$ cat config.mk
export PLATFORM = sky130hd
export DESIGN_NAME = vga_scan_gen_flat
export DESIGN_NICKNAME = d
export VERILOG_FILES = /design/src/rtl/vga_pkg.sv /design/src/rtl/vga_scan_gen_if.sv /design/src/rtl/pix_tick_div.sv /design/src/rtl/vga_scan_gen.sv /design/src/flat_wrapper.sv
export SDC_FILE = /design/constraint.sdc
export NUM_CORES = 1
export LEC_CHECK = 0
export CELL_PAD_IN_SITES_DETAIL_PLACEMENT = 1
export CELL_PAD_IN_SITES_GLOBAL_PLACEMENT = 1
export CORE_UTILIZATION = 51
export CTS_BUF_LIST = sky130_fd_sc_hd__clkbuf_16
export DETAILED_ROUTE_END_ITERATION = 7
export DONT_BUFFER_PORTS = 1
export PLACE_DENSITY_LB_ADDON = 0.1
export SLEW_MARGIN = 20
export SYNTH_ARGS = -nofsm -noshare
export SYNTH_HDL_FRONTEND = slang
export SYNTH_HIERARCHICAL = 1
export SYNTH_SLANG_ARGS = --single-unit
export TNS_END_PERCENT = 20
$ cat constraint.sdc
create_clock -name clk -period 4.02 [get_ports clk]
set_input_delay 0.804 -clock clk [delete_from_list [all_inputs] [get_ports clk]]
set_output_delay 0.804 -clock clk [all_outputs]
set_load 0.05 [all_outputs]
$ cat src/rtl/vga_pkg.sv
`default_nettype none
// ============================================================================
//  Module      : vga_pkg
//  Description : Shared 640x480@60 scan timing constants and small helpers
//                used by the scan generator and the level modules.
//  Revision    : 1.0 - initial release
// ============================================================================
package vga_pkg;

    // Pixel coordinate width
    localparam int pA    = 12;

    // Horizontal timing, in pixels
    localparam int H_VIS = 640;
    localparam int H_FP  = 16;
    localparam int H_SYN = 96;
    localparam int H_BP  = 48;

    // Vertical timing, in lines
    localparam int V_VIS = 480;
    localparam int V_FP  = 10;
    localparam int V_SYN = 2;
    localparam int V_BP  = 33;

    // Derived totals
    localparam int H_TOT = H_VIS + H_FP + H_SYN + H_BP;
    localparam int V_TOT = V_VIS + V_FP + V_SYN + V_BP;

    // True when lo <= val < hi
    function automatic logic in_window(input int val, input int lo, input int hi);
        return (val >= lo) && (val < hi);
    endfunction

endpackage
`default_nettype wire

$ cat src/rtl/vga_scan_gen_if.sv
`default_nettype none
// ============================================================================
//  Module      : vga_scan_gen_if
//  Description : Scan output bundle: pixel position, visibility, syncs and
//                the once-per-frame strobe with its frame counter.
//  Revision    : 1.0 - initial release
// ============================================================================
interface vga_scan_gen_if #(
    parameter int pA = vga_pkg::pA
);
    logic [pA-1:0] pix_x;
    logic [pA-1:0] pix_y;
    logic          pix_v;
    logic          hsync;
    logic          vsync;
    logic          imgReturn;
    logic [7:0]    frame_cnt;

    modport master (
        output pix_x, pix_y, pix_v, hsync, vsync, imgReturn, frame_cnt
    );

    modport slave (
        input  pix_x, pix_y, pix_v, hsync, vsync, imgReturn, frame_cnt
    );
endinterface
`default_nettype wire

$ cat src/rtl/pix_tick_div.sv
`default_nettype none
// ============================================================================
//  Module      : pix_tick_div
//  Description : Divides the system clock down to a one-cycle pixel tick,
//                high when the divider sits at CLK_DIV-1.
//  Revision    : 1.0 - initial release
// ============================================================================
module pix_tick_div #(
    parameter int CLK_DIV = 2
) (
    input  wire  clk,
    input  wire  rst,
    output logic pt
);

    generate
        if (CLK_DIV <= 1) begin : g_div_bypass
            // Every clock is a pixel; clk/rst only feed the tie-off
            logic w_unused;
            assign w_unused = clk ^ rst;
            assign pt       = 1'b1;
        end else begin : g_div_count
            localparam int             c_W    = $clog2(CLK_DIV);
            localparam logic [c_W-1:0] c_LAST = c_W'(CLK_DIV - 1);

            logic [c_W-1:0] r_div;

            // Divider counts 0..CLK_DIV-1 and wraps
            always_ff @(posedge clk) begin
                if (rst) begin
                    r_div <= '0;
                end else if (r_div == c_LAST) begin
                    r_div <= '0;
                end else begin
                    r_div <= r_div + 1'b1;
                end
            end

            assign pt = (r_div == c_LAST);
        end
    endgenerate

endmodule
`default_nettype wire

$ cat src/rtl/vga_scan_gen.sv
`default_nettype none
// ============================================================================
//  Module      : vga_scan_gen
//  Description : VGA pixel-scan timing generator. Runs the horizontal and
//                vertical scan counters on the pixel tick and registers the
//                decoded position, visibility, active-low syncs and the
//                start-of-vertical-blank strobe.
//  Revision    : 1.0 - initial release
// ============================================================================
module vga_scan_gen #(
    parameter int pA      = vga_pkg::pA,
    parameter int CLK_DIV = 2,
    parameter int H_VIS   = vga_pkg::H_VIS,
    parameter int H_FP    = vga_pkg::H_FP,
    parameter int H_SYN   = vga_pkg::H_SYN,
    parameter int H_BP    = vga_pkg::H_BP,
    parameter int V_VIS   = vga_pkg::V_VIS,
    parameter int V_FP    = vga_pkg::V_FP,
    parameter int V_SYN   = vga_pkg::V_SYN,
    parameter int V_BP    = vga_pkg::V_BP
) (
    input  wire            clk,
    input  wire            rst,
    vga_scan_gen_if.master vga
);
    import vga_pkg::*;

    localparam int c_H_TOT    = H_VIS + H_FP + H_SYN + H_BP;
    localparam int c_V_TOT    = V_VIS + V_FP + V_SYN + V_BP;
    localparam int c_HS_START = H_VIS + H_FP;
    localparam int c_HS_END   = c_HS_START + H_SYN;
    localparam int c_VS_START = V_VIS + V_FP;
    localparam int c_VS_END   = c_VS_START + V_SYN;

    localparam logic [pA-1:0] c_H_LAST  = pA'(c_H_TOT - 1);
    localparam logic [pA-1:0] c_V_LAST  = pA'(c_V_TOT - 1);
    localparam logic [pA-1:0] c_V_BLANK = pA'(V_VIS);

    // Both totals must be representable in the coordinate width
    generate
        if ((c_H_TOT > (1 << pA)) || (c_V_TOT > (1 << pA))) begin : g_size_check
            $error("vga_scan_gen: scan totals do not fit in pA bits");
        end
    endgenerate

    logic          w_pt;
    logic [pA-1:0] r_h;
    logic [pA-1:0] r_v;
    logic          r_pt_d;
    logic          w_vis;
    logic          w_hs_act;
    logic          w_vs_act;
    logic          w_frame_start;

    logic [pA-1:0] r_pix_x;
    logic [pA-1:0] r_pix_y;
    logic          r_pix_v;
    logic          r_hsync;
    logic          r_vsync;
    logic          r_img_return;
    logic [7:0]    r_frame_cnt;

    pix_tick_div #(
        .CLK_DIV (CLK_DIV)
    ) u_pix_tick_div (
        .clk (clk),
        .rst (rst),
        .pt  (w_pt)
    );

    // Scan counters: h wraps each line, v steps on the h wrap; the frame
    // corner returns to (0,0) in one step
    always_ff @(posedge clk) begin
        if (rst) begin
            r_h <= '0;
            r_v <= '0;
        end else if (w_pt) begin
            if (r_h == c_H_LAST) begin
                r_h <= '0;
                r_v <= (r_v == c_V_LAST) ? '0 : r_v + 1'b1;
            end else begin
                r_h <= r_h + 1'b1;
            end
        end
    end

    // Remembers that the counters moved on the last edge, so the
    // start-of-blank strobe fires only in the first clock of that pixel
    always_ff @(posedge clk) begin
        if (rst) begin
            r_pt_d <= 1'b0;
        end else begin
            r_pt_d <= w_pt;
        end
    end

    assign w_vis         = in_window(int'(r_h), 0, H_VIS) && in_window(int'(r_v), 0, V_VIS);
    assign w_hs_act      = in_window(int'(r_h), c_HS_START, c_HS_END);
    assign w_vs_act      = in_window(int'(r_v), c_VS_START, c_VS_END);
    assign w_frame_start = r_pt_d && (r_h == '0) && (r_v == c_V_BLANK);

    // Output decode register; syncs idle high, frame counter steps with the strobe
    always_ff @(posedge clk) begin
        if (rst) begin
            r_pix_x      <= '0;
            r_pix_y      <= '0;
            r_pix_v      <= 1'b0;
            r_hsync      <= 1'b1;
            r_vsync      <= 1'b1;
            r_img_return <= 1'b0;
            r_frame_cnt  <= 8'd0;
        end else begin
            r_pix_x      <= r_h;
            r_pix_y      <= r_v;
            r_pix_v      <= w_vis;
            r_hsync      <= ~w_hs_act;
            r_vsync      <= ~w_vs_act;
            r_img_return <= w_frame_start;
            if (w_frame_start) begin
                r_frame_cnt <= r_frame_cnt + 8'd1;
            end
        end
    end

    assign vga.pix_x     = r_pix_x;
    assign vga.pix_y     = r_pix_y;
    assign vga.pix_v     = r_pix_v;
    assign vga.hsync     = r_hsync;
    assign vga.vsync     = r_vsync;
    assign vga.imgReturn = r_img_return;
    assign vga.frame_cnt = r_frame_cnt;

endmodule
`default_nettype wire

$ cat src/flat_wrapper.sv
// flat-port wrapper written by rule: the top's interface ports become plain ports
module vga_scan_gen_flat import vga_pkg::*;
#(
    parameter int pA      = vga_pkg::pA,
    parameter int CLK_DIV = 2,
    parameter int H_VIS   = vga_pkg::H_VIS,
    parameter int H_FP    = vga_pkg::H_FP,
    parameter int H_SYN   = vga_pkg::H_SYN,
    parameter int H_BP    = vga_pkg::H_BP,
    parameter int V_VIS   = vga_pkg::V_VIS,
    parameter int V_FP    = vga_pkg::V_FP,
    parameter int V_SYN   = vga_pkg::V_SYN,
    parameter int V_BP    = vga_pkg::V_BP
)
  (clk, rst, vga_pix_x, vga_pix_y, vga_pix_v, vga_hsync, vga_vsync, vga_imgReturn, vga_frame_cnt);
  vga_scan_gen_if #(.pA(pA)) vga_i ();
  input  wire clk;
  input  wire rst;
  output wire logic [$bits(vga_i.pix_x)-1:0] vga_pix_x;
  output wire logic [$bits(vga_i.pix_y)-1:0] vga_pix_y;
  output wire logic [$bits(vga_i.pix_v)-1:0] vga_pix_v;
  output wire logic [$bits(vga_i.hsync)-1:0] vga_hsync;
  output wire logic [$bits(vga_i.vsync)-1:0] vga_vsync;
  output wire logic [$bits(vga_i.imgReturn)-1:0] vga_imgReturn;
  output wire logic [$bits(vga_i.frame_cnt)-1:0] vga_frame_cnt;
  assign vga_pix_x = vga_i.pix_x;
  assign vga_pix_y = vga_i.pix_y;
  assign vga_pix_v = vga_i.pix_v;
  assign vga_hsync = vga_i.hsync;
  assign vga_vsync = vga_i.vsync;
  assign vga_imgReturn = vga_i.imgReturn;
  assign vga_frame_cnt = vga_i.frame_cnt;
  vga_scan_gen #(.pA(pA), .CLK_DIV(CLK_DIV), .H_VIS(H_VIS), .H_FP(H_FP), .H_SYN(H_SYN), .H_BP(H_BP), .V_VIS(V_VIS), .V_FP(V_FP), .V_SYN(V_SYN), .V_BP(V_BP)) u_core (.clk(clk), .rst(rst), .vga(vga_i));
endmodule
== Yosys cells after proc, flatten, opt, wreduce, memory -nomap -nowiden ==
Cells that the tools add are included.

* $add $sub $neg: 4
* Equal/unequal tests: 3
* Muxes and demuxes: 2
* Reductions and logical operators: 8
* Order comparisons: 6
* Bitwise logic cells: 2

{| class="wikitable"
|+ Operators with widths
! cell !! count
|-
| $add 12x1->12 const B || 2
|-
| $eq 12x10->1 const B || 2
|-
| $lt 12x10->1 const B || 2
|-
| $lt 12x9->1 const B || 2
|-
| $mux 12 || 2
|-
| $eq 12x9->1 const B || 1
|-
| $ge 12x10->1 const B || 1
|-
| $ge 12x9->1 const B || 1
|-
| $logic_not 12->1 || 1
|-
| $add 8x1->8 const B || 1
|-
| $logic_and 1x1->1 || 5
|-
| $not 1->1 || 2
|-
| $reduce_and 2->1 || 1
|-
| $reduce_or 2->1 || 1
|-
| $add 1x1->1 const B || 1
|}

* Word-level logic and storage cells: 36
* Register bits after elaboration: 62

== Longest topological paths before layout ==
* Word-level depth: 3
* Mapped depth: 8

== Modules after synthesis ==
The synthesis kept the hierarchy.

{| class="wikitable"
|+ Modules (own cells, without submodules)
! module !! instances !! cells each !! area an instance (sq um) !! seq. area each (sq um)
|-
| vga_scan_gen || 1 || 262 || 2441.1 || 1221.2
|-
| pix_tick_div || 1 || 2 || 23.8 || 20.0
|}

== Worst setup path before layout ==
OpenSTA, ideal clock, no wires.

* Path kind: register to register
* From: register u_core.r_h[11]
* To: register u_core.r_v[10]
* Library setup time: 0.121 ns
* Data required time: 3.899 ns
* Stages on the path, launching flop included: 6
* Arrival: 1.876 ns
* Path slack: 2.023 ns
* Period minus slack after synthesis: 1.997 ns
* Path through: dfxtp_1 -> or4_4 -> nor4_4 -> nand2_2 -> nor3_2 -> mux2_2

* Cells in the longest elaborated chain, start to end: 2

{| class="wikitable"
|+ Ends and longest elaborated chain
! item !! line !! text
|-
| from (decl) || vga_scan_gen.sv:47 || <nowiki>logic [pA-1:0] r_h;</nowiki>
|-
| from (signal assigned) || vga_scan_gen.sv:82 || <nowiki>r_h <= r_h + 1'b1;</nowiki>
|-
| $eq 12x10->1 || vga_scan_gen.sv:78 || <nowiki>if (r_h == c_H_LAST) begin</nowiki>
|-
| $reduce_and 2->1 (no line) || n/a ||
|-
| to (signal assigned) || vga_scan_gen.sv:80 || <nowiki>r_v <= (r_v == c_V_LAST) ? '0 : r_v + 1'b1;</nowiki>
|-
| to (decl) || vga_scan_gen.sv:48 || <nowiki>logic [pA-1:0] r_v;</nowiki>
|}

Every way passes these cells.
A chain may end at the register's enable or synchronous reset.

== Worst setup path after layout ==
* From: register u_core.r_v[7]
* To: register u_core.r_frame_cnt[7] (netlist: u_core/vga.frame_cnt[7])

* Cells in the longest elaborated chain, start to end: 2

{| class="wikitable"
|+ Ends and longest elaborated chain
! item !! line !! text
|-
| $eq 12x9->1 || vga_scan_gen.sv:100 || <nowiki>assign w_frame_start = r_pt_d && (r_h == '0) && (r_v == c_V_BLANK);</nowiki>
|-
| $logic_and 1x1->1 || vga_scan_gen.sv:100 ||
|-
| to (signal assigned) || vga_scan_gen.sv:120 || <nowiki>r_frame_cnt <= r_frame_cnt + 8'd1;</nowiki>
|-
| to (decl) || vga_scan_gen.sv:61 || <nowiki>logic [7:0] r_frame_cnt;</nowiki>
|}

Every way passes these cells.

==> metrics.txt <==
outcome finished, final reports clean; final RePlAce weighted congestion 0.8639; static leakage 1.002 nW; Clock transition at path regs 0.05 ns; die height 71.52 microns; clk_lat worst skew 0.33 ns; # H-tree levels 3; WS Path Type reg2reg; Async SR Flop Fraction 0%; wire per inst 18.19 microns; FMAX 0.4505 GHz; Yosys warnings 6; PortBufs 0; Detailed Route Iter0 Violations 133; share of cells above drive strength 1 8.487%; Post-synth EDFFs 0; Min-Delay Startpoint u_core/r_v[11]$_SDFFE_PP0P_; Synth area leader dfxtp_1; Slew HR 50.55%; Finished Core Util 62.14%; CP endpoint kind register; Synth top cells by count 62 x dfxtp_1, 32 x nor2_1, 21 x nor2b_1; Die Wd 71.52 microns; first-pass GRT wire length 9646 microns; TritonCTS clock tree built; n_diodes 0; drt total wl 5875 microns; CP max stage delay 0.57 ns; CTS resizes 0; Clock Path Buffers 2; Setup Fix Bufs, Post-CTS 0; GR Overflow Total 0; endpoints failing setup 0; clk_skew 0.006872 ns; commonest register cell after synthesis dfxtp_1; Clock Tree Root clkbuf_16; via density per instance 6.019; Worst-Margin Slew 0.7337 ns; RSZ-0062 raised after global routing no; Max Cap Viol 0; hold_buf cts 0; FF-to-FF Start u_core/r_v[7]$_SDFFE_PP0P_; top-area cell type share of the netlist area 50.36%; Tightest Hold Check Type reg2reg; WHS Path Cells 1; crit path from u_core/r_v[7]$_SDFFE_PP0P_; CP Max Fanout 15; fillers 519; top-count cell post-synth dfxtp_1; area of the core 4504 sq um; drt pass-1 iters 4; Residual DRC 0; area grow syn2layout 13.55%; WP data required 4.28 ns; largest net degree at the start of global routing 45; R2R setup slack 1.80 ns; Initial Util 54.72%; setup TNS 0 ns; critical-path cell list nand4_1 > nor4_2 > nand4_4 > or4_1 > a21oi_1; sequential fraction of the synthesis area 50.36%; reg2reg path depth 5; initial antenna violation count 0; Syn Inst Count 264; FP Rows 24; Finished Cell Area 2799 sq um; post-synthesis cell type count 43; placed inst area 2494 sq um; syn_nets 271; I/O pin cnt 38; final number of hold-violating endpoints 0; CP Launch Type register; total track usage 25.16%; Mean Syn Cell Area 9.337 sq um; dpl hpwl 3692 microns; via count 1,944; pwr dens 512.5 nW/um^2; Slew Limit Fails 0; period utilization 55.21%; vias in the first global route 1,932; Die Area 5115 sq um; CP arrival 2.48 ns; Yosys reg bits 62; post-layout net count 273; dominant cells by area after synthesis dfxtp_1 50%, nor2b_1 5.3%, nor2_1 4.9%; fin crit period 2.220 ns; peak supply drop 0.3166 mV; CTS Sinks 62; Synth Cell Area 2465 sq um; Num CTS Buffers 9; post-route ant nets 0; Slowest cell on crit path or4_1
## flip-flops by register name (all words and copies together) (netlist names)
name and cells:
u_core/r_h 12, u_core/r_pt_d 1, u_core/r_v 12, u_core/u_pix_tick_div/pt 1, u_core/vga.frame_cnt 8, u_core/vga.hsync 1
u_core/vga.imgReturn 1, u_core/vga.pix_v 1, u_core/vga.pix_x 12, u_core/vga.pix_y 12, u_core/vga.vsync 1
## path summary, 6_finish.rpt
path / end
setup / recovery: u_core/vga.frame_cnt[7]$_SDFFE_PP0P_
hold / removal: u_core/vga.pix_y[11]$_SDFF_PP0_
setup reg to reg: u_core/vga.frame_cnt[7]$_SDFFE_PP0P_
hold reg to reg: u_core/vga.pix_y[11]$_SDFF_PP0_
## layer usage
metal,vias up,global-route usage [%],part of all wire (%)
li1,927,-,-
met4,0,11.11,1.4
met5,-,0,0
met2,50,42.75,52
met3,9,5.907,3.7
met1,958,30.47,43
## critical path, delay by kind of cell, from the launching register on
| kind | cells | cell delay (ns) |
|---|---|---|
| flops | 1 | 0.46 |
| compound gates | 1 | 0.14 |
| simple gates | 4 | 1.55 |
## cell usage in the layout, fill, tap and decap left out, types with 2 or more instances in the layout
cell type	count
nand4b_1	2
nor2b_1	21
a221o_1	2
o31ai_1	4
xnor2_1	7
nand3b_1	2
o41ai_1	2
clkinv_1	3
bufinv_16	2
a21oi_1	9
clkbuf_16	9
ha_1	5
nor2_1	32
o211ai_1	2
nand3_1	14
or4_1	2
and2_1	2
inv_1	9
nand4_1	8
o21ai_0	10
nand2_1	18
and3_1	4
nor4_1	4
or3_1	8
dfxtp_1	62
xor2_1	6
nor3_1	5
## area by class of cell
class	instances	area [sq um]	share of cell area (%)
Clock buffer	9	225.2	8.047
Clock inverter	7	80.08	2.861
Inverter	8	30.03	1.073
Multi-Input combinational cell	185	1157	41.35
Sequential cell	62	1241	44.35
Tap cell	52	65.06	2.325
## cell families after synthesis
logic type	after synthesis	share of synthesized area, %
DFF	62	50.36
muxes	2	0.8629
xor gates and xnor gates	13	4.619
and+or+nand+nor	134	30.71
buffers and inverters	17	2.691
adders and majority gates	5	2.538
AOI/OAI and AO/OA	31	8.224
## power breakdown
group	leakage [nW]	internal, W	switching (W)
Combinational	0.348	0.00000719	0.0000117
Sequential	0.501	0.000620	0.0000113
Clock	0.153	0.000531	0.000253
## stage by stage
step / setup WS [ns] / hold WS [ns] / std cells / total power, W
floorplan: 2.023 / 0.3866 / 264 / 0.0006605
global placement: 1.875 / 0.4791 / 307 / 0.0006608
detailed placement: 1.844 / 0.4951 / 307 / 0.0006615
CTS: 1.799 / 0.5103 / 323 / 0.001444
global route: 1.558 / 0.5276 / 323 / 0.001474
finish: 1.800 / 0.5181 / 323 / 0.001435
(Power assumes the default switching activity.)
